**src/rtl/mul_add_pkg.sv**
```systemverilog
// Shared types and defaults for the multiply/add operand stage.
package mul_add_pkg;

    typedef enum logic [1:0] {IDLE, BUSY, DONE} state_e;

    localparam int MUL_ADD_WIDTH = 32;

endpackage

```
**src/rtl/shift_add_mul.sv**
```systemverilog
// Iterative shift-and-add multiplier: one multiplier bit per clock, fixed WIDTH steps.
module shift_add_mul #(
    parameter int WIDTH = 32,
    parameter int CW    = $clog2(WIDTH) + 1
) (
    input  logic               clk,
    input  logic               rst_n,
    input  logic               start,
    input  logic               run,
    input  logic [WIDTH-1:0]   a,
    input  logic [WIDTH-1:0]   b,
    output logic [CW-1:0]      step_cnt,
    output logic               done,
    output logic [2*WIDTH-1:0] product
);

    logic [2*WIDTH-1:0] mcand_q, mcand_d;
    logic [WIDTH-1:0]   mplier_q, mplier_d;
    logic [2*WIDTH-1:0] acc_q, acc_d, acc_step;
    logic [CW-1:0]      cnt_q, cnt_d;

    always_comb begin
        acc_step = mplier_q[0] ? acc_q + mcand_q : acc_q;
        mcand_d  = mcand_q;
        mplier_d = mplier_q;
        acc_d    = acc_q;
        cnt_d    = cnt_q;
        if (start) begin
            mcand_d  = {{WIDTH{1'b0}}, a};
            mplier_d = b;
            acc_d    = '0;
            cnt_d    = '0;
        end else if (run) begin
            acc_d    = acc_step;
            mcand_d  = mcand_q << 1;
            mplier_d = mplier_q >> 1;
            cnt_d    = cnt_q + 1'b1;
        end
    end

    always_ff @(posedge clk or negedge rst_n) begin
        if (!rst_n) begin
            mcand_q  <= '0;
            mplier_q <= '0;
            acc_q    <= '0;
            cnt_q    <= '0;
        end else begin
            mcand_q  <= mcand_d;
            mplier_q <= mplier_d;
            acc_q    <= acc_d;
            cnt_q    <= cnt_d;
        end
    end

    // Product is the post-iteration accumulator so the owner can capture it on the done cycle.
    assign done     = run && (cnt_q == CW'(WIDTH - 1));
    assign product  = acc_step;
    assign step_cnt = cnt_q;

endmodule

```
**src/rtl/mul_add_unit.sv**
```systemverilog
// Operand stage: accepts an operand pair, returns its product (iterative) and sum.
module mul_add_unit
    import mul_add_pkg::*;
#(
    parameter int WIDTH = MUL_ADD_WIDTH
) (
    input  logic             clk,
    input  logic             rst_n,
    input  logic             in_valid,
    output logic             in_ready,
    input  logic [WIDTH-1:0] mul_a,
    input  logic [WIDTH-1:0] mul_b,
    output logic             out_valid,
    input  logic             out_ready,
    output logic [WIDTH-1:0] mul_res,
    output logic             mul_ovf,
    output logic [WIDTH-1:0] add_res,
    output logic             add_carry,
    output logic             busy
);

    localparam int CW = $clog2(WIDTH) + 1;

    state_e             state_q, state_d;
    logic               out_valid_q, out_valid_d;
    logic               busy_q, busy_d;
    logic [WIDTH-1:0]   mul_res_q, mul_res_d;
    logic               mul_ovf_q, mul_ovf_d;
    logic [WIDTH-1:0]   add_res_q, add_res_d;
    logic               add_carry_q, add_carry_d;
    logic               start, run, mul_done;
    logic [CW-1:0]      step_cnt;
    logic [2*WIDTH-1:0] product;

    assign in_ready = (state_q == IDLE);
    assign start    = in_ready && in_valid;
    assign run      = (state_q == BUSY);

    shift_add_mul #(.WIDTH(WIDTH), .CW(CW)) u_mul (
        .clk      (clk),
        .rst_n    (rst_n),
        .start    (start),
        .run      (run),
        .a        (mul_a),
        .b        (mul_b),
        .step_cnt (step_cnt),
        .done     (mul_done),
        .product  (product)
    );

    always_comb begin
        state_d     = state_q;
        out_valid_d = out_valid_q;
        busy_d      = busy_q;
        mul_res_d   = mul_res_q;
        mul_ovf_d   = mul_ovf_q;
        add_res_d   = add_res_q;
        add_carry_d = add_carry_q;
        unique case (state_q)
            IDLE: if (in_valid) begin
                {add_carry_d, add_res_d} = {1'b0, mul_a} + {1'b0, mul_b};
                busy_d  = 1'b1;
                state_d = BUSY;
            end
            BUSY: if (mul_done) begin
                mul_res_d   = product[WIDTH-1:0];
                mul_ovf_d   = |product[2*WIDTH-1:WIDTH];
                busy_d      = 1'b0;
                out_valid_d = 1'b1;
                state_d     = DONE;
            end
            DONE: if (out_ready) begin
                out_valid_d = 1'b0;
                state_d     = IDLE;
            end
            default: state_d = IDLE;
        endcase
    end

    always_ff @(posedge clk or negedge rst_n) begin
        if (!rst_n) begin
            state_q     <= IDLE;
            out_valid_q <= 1'b0;
            busy_q      <= 1'b0;
            mul_res_q   <= '0;
            mul_ovf_q   <= 1'b0;
            add_res_q   <= '0;
            add_carry_q <= 1'b0;
        end else begin
            state_q     <= state_d;
            out_valid_q <= out_valid_d;
            busy_q      <= busy_d;
            mul_res_q   <= mul_res_d;
            mul_ovf_q   <= mul_ovf_d;
            add_res_q   <= add_res_d;
            add_carry_q <= add_carry_d;
        end
    end

    assign out_valid = out_valid_q;
    assign busy      = busy_q;
    assign mul_res   = mul_res_q;
    assign mul_ovf   = mul_ovf_q;
    assign add_res   = add_res_q;
    assign add_carry = add_carry_q;

endmodule

```
**config.mk**
```make
export PLATFORM = sky130hd
export DESIGN_NAME = mul_add_unit
export DESIGN_NICKNAME = d
export VERILOG_FILES = /design/src/rtl/mul_add_pkg.sv /design/src/rtl/shift_add_mul.sv /design/src/rtl/mul_add_unit.sv
export SDC_FILE = /design/constraint.sdc
export NUM_CORES = 1
export LEC_CHECK = 0
export ABC_AREA = 1
export BUFFER_PORTS_ARGS = -buffer_cell sky130_fd_sc_hd__buf_4
export CORE_ASPECT_RATIO = 1.1
export CORE_MARGIN = 4
export CORE_UTILIZATION = 56
export CTS_CLUSTER_SIZE = 30
export DETAILED_ROUTE_END_ITERATION = 6
export PLACE_DENSITY = 0.74
export REMOVE_ABC_BUFFERS = 1
export SLEW_MARGIN = 20
export SYNTH_ARGS = -nofsm -noshare
export SYNTH_HDL_FRONTEND = slang
export SYNTH_SLANG_ARGS = --single-unit
```
**constraint.sdc**
```tcl
create_clock -name clk -period 2.12 [get_ports clk]
set_input_delay 0.212 -clock clk [delete_from_list [all_inputs] [get_ports clk]]
set_output_delay 0.212 -clock clk [all_outputs]
set_load 0.05 [all_outputs]
```
==> results of run 1 <==
==> cells by family after synthesis <==
group	Yosys count	synth area share (%)
AOI/OAI and AO/OA	343	11.6
xor gates and xnor gates	51	2.57
adders and majority gates	98	7.13
buffers and inverters	546	11.8
DFF	236	33.9
and+or+nand+nor	1398	33.0
==> synth_stat cells (2+ instances only) <==
library cell | number | share of area, %
o221ai_1 | 36 | 1.8
inv_1 | 438 | 9.4
nand3_1 | 191 | 5.5
nand2_1 | 979 | 21
nand4_1 | 12 | 0.43
fa_1 | 2 | 0.23
a31oi_1 | 8 | 0.29
nand3b_1 | 5 | 0.22
nand3_2 | 4 | 0.23
o21bai_1 | 10 | 0.43
nor2_2 | 27 | 0.97
or2_1 | 2 | 0.072
nor2_1 | 134 | 2.9
xor2_1 | 39 | 2.0
o21ai_0 | 120 | 3.5
clkbuf_1 | 61 | 1.3
dfrtp_1 | 236 | 34
clkinv_1 | 4 | 0.086
a21boi_0 | 3 | 0.13
buf_2 | 2 | 0.058
or2_2 | 8 | 0.29
o21a_1 | 4 | 0.17
buf_1 | 12 | 0.26
nand2_2 | 12 | 0.43
o21ai_1 | 3 | 0.086
o22ai_1 | 67 | 2.4
xnor2_1 | 12 | 0.60
nor3_1 | 16 | 0.46
a21o_1 | 2 | 0.086
a21oi_1 | 85 | 2.4
nor3_2 | 2 | 0.12
nor4_1 | 2 | 0.072
inv_2 | 29 | 0.63
ha_1 | 96 | 6.9
==> metal layers <==
metal	track usage [%]	GRT overflow
met5	17.5	0
met1	67.1	0
met2	90.5	0
met3	52.2	2
met4	73.3	7
==> repair_timing <==
item / 4_1_cts
setup endpoints to repair: 87
hold endpoints to repair: 107
hold buffers: 57
resized for setup: 362
pin swaps: 99
buffers inserted: 35
==> through the flow <==
| stage | setup WS, ps | setup TNS (ps) |
|---|---|---|
| after CTS | -551 | -15210 |
| after detailed placement | -1270 | -28400 |
| after global placement | -1270 | -23610 |
| after floorplan | -5430 | -893780 |
==> results.md, run 1 <==
* Seq cells post-synth at approximately 240
* Initial Utilization at 56.9%
* Num rows at 67
* Largest net degree at the start of global routing at 82
* GRT Residual Overflow at 9
* Final HPWL DP at 49,100 um
* Placed Cells at 3,575
* Post-Syn Area per Cell at 6.51 um^2
* Syn Inst Count at between 2,000 and 3,000
* Stopped at: global routing
* Post-synthesis cell type count at 43
* Status: aborted with a tool error
* RD Place Congestion at 1.06
* Num CTS Buffers at 27
* Post-synth top flop: dfrtp_1
* Overall die width at 176 um
* GR repair worst EP: mul_ovf$_DFFE_PN0P_/D
* Clk root buf: clkbuf_16
* Clock buffer depth at 3
* Die Span Y at 193 um
* Seq/Total Area, Yosys at 33.9%
* Boundary pin count at between 100 and 150
* Ys async rst share at 100%
* Clock sink total at 236
* Number of port buffers at about 140
* Placed cell areas at 22,000 um^2
* Stop err: [ERROR GRT-0232] Routing congestion too high. Check the congestion heatmap in the GUI.
* EDFF count, synth at 0
* Synth warn at 0
* Cell Area, Synth at 17,400 um^2
* H-tree depth at 1
* Gr usage total at a little over two thirds
* Worst End Pin Type: register data pin
==> inputs of run 2 (changes only) <==
--- a/config.mk
+++ b/config.mk
@@ -7,12 +7,10 @@
 export LEC_CHECK = 0
 export ABC_AREA = 1
 export BUFFER_PORTS_ARGS = -buffer_cell sky130_fd_sc_hd__buf_4
-export CORE_ASPECT_RATIO = 1.1
 export CORE_MARGIN = 4
-export CORE_UTILIZATION = 56
-export CTS_CLUSTER_SIZE = 30
+export CORE_UTILIZATION = 40
 export DETAILED_ROUTE_END_ITERATION = 6
-export PLACE_DENSITY = 0.74
+export PLACE_DENSITY_LB_ADDON = 0.15
 export REMOVE_ABC_BUFFERS = 1
 export SLEW_MARGIN = 20
 export SYNTH_ARGS = -nofsm -noshare
==> constraint.sdc (replaced) <==
create_clock -name clk -period 2.8 [get_ports clk]
set_input_delay 0.28 -clock clk [delete_from_list [all_inputs] [get_ports clk]]
set_output_delay 0.28 -clock clk [all_outputs]
set_load 0.05 [all_outputs]
==> results.md, run 2 <==
* Worst-path cell with the longest stage delay: fa_2
* Core Area at 43,100 um^2
* Largest net degree at the start of global routing at 83
* Final HPWL DP at 50,000 um (+1.9%)
* Clock buffer depth at 3 (unchanged)
* Worst Path Arrival at 3190 ps
* Worst path bufs/invs at 0
* Clk root buf: clkbuf_16
* Fin Clk Skew at around 16 ps
* Seq/Total Area, Yosys at 33.9% (unchanged)
* Via count at 18,200
* P&R area growth vs syn at 32.9%
* Crit Path Class: reg2reg
* Compound-Gate Fraction of Synth Area at 11.6% (unchanged)
* Number of fill cells at roughly 4,300
* Synth Area in Adders at 7.13% (unchanged)
* Multiplexer share of the synthesized area at 0% (unchanged)
* Clock sink total at 236 (unchanged)
* Worst EP required at 3260 ps
* Num CTS Buffers at 29 (+7.4%)
* Multi-input gate area at 10,600 um^2
* FMAX at 366 MHz
* GRT Residual Overflow at 0
* EDFF count, synth at 0 (unchanged)
* Crit path max fanout at 4
* Seq cells post-synth at 236 (unchanged)
* Synth warn at 0 (unchanged)
* Final period demand of the worst path at 2730 ps
* Vias in the first global route at ~18,000
* Syn Inst Count at 2,672 (unchanged)
* H-tree depth at 1 (unchanged)
* Cell Area, Synth at 17,400 um^2 (unchanged)
* Max-cap viol count at 0
* XOR/XNOR Fraction of Synth Area at 2.57% (unchanged)
* Initial Utilization at 40.4% (-16 points)
* DRC at 0
* Boundary pin count at 137 (unchanged)
* Power Dens Cells at between 1000 and 1500 nW/um^2
* Share of the synthesized area in the top cell type at 33.9% (unchanged)
* Die Span Y at 217 um (+12%)
* Die footprint at 46,900 um^2
* Util after Layout at between 50% and 60%
* Gr usage total at 26.7%
* Drt via density at 5.03
* Final setup fails at 0
* Placed cell areas at 20,300 um^2 (-8.0%)
* Num rows at 76 (+13%)
* CP Cell Sequence: ha_2 > fa_2 > nand2_2 > nand2_1 > nand3_2 > nand2_4 > nand2_1 > nand3b_1 > nand2_2 > nand4_1 > nand3_2 > nand2_2 > nor2_4 > nand2_2 > nor2_1 > nand2_1 > nor2_1 > nor2_1
* Most frequent cells in the layout: nand2_1 (892), inv_1 (434), buf_4 (299), dfrtp_1 (235), nand3_1 (176)
* CTS tree: yes
* Worst Setup End Kind: flop
* Worst-Margin Slew at 823 ps
* Largest family of logic cells by synthesized area: simple AND/OR/NAND/NOR gates
* Worst vdd ir at roughly 640 uV
* Most common cell in the netlist: nand2_1
* Worst min-delay path class: in2reg
* Fin. Hold Viols at 0
* RD Place Congestion at 0.948 (-11%)
* Overall die width at 217 um (+23%)
* Final instance area at 23,100 um^2
* Post-Route WL at 64,500 um
* Routed wire per std cell at about 18 um
* Leak at between 0.01 and 0.015 uW
* Ant. Diodes at 0
* Final Cycle Share at 97.5%
* Max incr delay on CP at 390 ps
* Number of port buffers at 136 (unchanged)
* Status: completed
* Origin of the worst setup path: u_mul.acc_q[0]$_DFFE_PN0P_
* Leading cell type in the layout, fill and taps excluded: nand2_1
* Flop2flop setup slack at 70 ps
* Register area at between 5000 and 6000 um^2
* Ys async rst share at 100% (unchanged)
* Pre-Repair DR Iteration Count at 7
* Largest registers: u_mul.acc_q x64, u_mul.mcand_q x64
* Worst-path clk slew at 60 ps
* Layout cells sized above 1 at about 22%
* Remaining antenna violation count at 0
* Post-Syn Area per Cell at 6.51 um^2 (unchanged)
* First-pass GRT wire length at approximately 100,000 um
* Initial antenna violation count at 0
* Worst setup margin at just under 70 ps
* Crit start category: flop
* Crit Reg-Reg Startpoint: u_mul.acc_q[0]$_DFFE_PN0P_
* DR iter-0 viols at 1,139
* Final Slew Violations at 0
* Most frequent cells after synthesis: nand2_1 (979), inv_1 (438), dfrtp_1 (236)
* Post-Synth Simple-Gate Area at 33.0% (unchanged)
* Worst-skew pair later-pin latency at 570 ps
* Post-synth top flop: dfrtp_1
* Top delay family on crit path: simple AND/OR/NAND/NOR gates
* Synth area leader: dfrtp_1
* Relative slew slack at 45.1%
* Dominant cells by area after synthesis: dfrtp_1 (34%), nand2_1 (21%), inv_1 (9.4%)
* Post-synthesis cell type count at 43 (unchanged)
* Pre-CTS WS at -262 ps (+1010 ps)
* Fin nets at 3,168
* HP Start: mul_a[3]
* CP most frequent cell: nand2_2
-- run 2: cell counts after synthesis --
Identical to the previous run, type by type.
-- run 2: worst min-delay path: stages --
cell and delay, ps:
buf_4 90, nand2_1 90, o221ai_1 90
-- run 2: final timing paths --
kind,end,cells past startpoint
setup / recovery,mul_ovf$_DFFE_PN0P_,18
hold / removal,u_mul.mcand_q[3]$_DFFE_PN0P_,3
setup reg to reg,mul_ovf$_DFFE_PN0P_,18
hold reg to reg,mul_res[29]$_DFFE_PN0P_,2
max in group asynchronous,u_mul.acc_q[53]$_DFFE_PN0P_,3
min in group asynchronous,u_mul.acc_q[48]$_DFFE_PN0P_,2
-- run 2: report_power, final --
part           internal, uW  switching [uW]
registers              5030            1230
logic                  7980           13700
clock network          2430            1520
-- run 2: layer usage --
metal  up-vias  wire (um)  track usage (%)  share of wire, %
met3       136       3160             3.25               4.9
met5         -          0                0                 0
li1       9107          -                -                 -
met2       482      31200             46.3                48
met4         0       3230             11.9               5.0
met1      8432      27000             33.3                42
-- run 2: through the flow --
step	total power, uW	hold slack, ps	setup TNS (ps)	cells
after floorplan	17800	-15.6	-733300	2597
after detailed placement	25500	327	-310	3483
after CTS	29800	1.35	0	3600
after global routing	34300	18.3	-27.1	3609
final	31900	28.7	0	3609
after global placement	25400	323	-465	3483
-- run 2: repair_timing --
action | CTS | global route
setup endpoints to repair | 2 | 5
resized for setup | 31 | 227
setup buffers | 1 | 9
hold buffers | 63 | 0
pin swaps | 3 | 38
endpoints found under the hold margin | 130 | 0
-- run 2: cell families after synthesis --
group | Yosys count
AOI/OAI and AO/OA | 343
xor gates and xnor gates | 51
adders and majority gates | 98
buffers and inverters | 546
DFF | 236
and+or+nand+nor | 1398
-- run 2: layout make-up --
class	count	area share [%]
Clock inverter	8	0.514
Inverter	471	7.65
Timing Repair Buffer	374	13.4
Sequential cell	236	25.5
Multi-Input combinational cell	1890	45.9
Tap cell	585	3.16
Clock buffer	45	3.83
(Power assumes the default switching activity.)
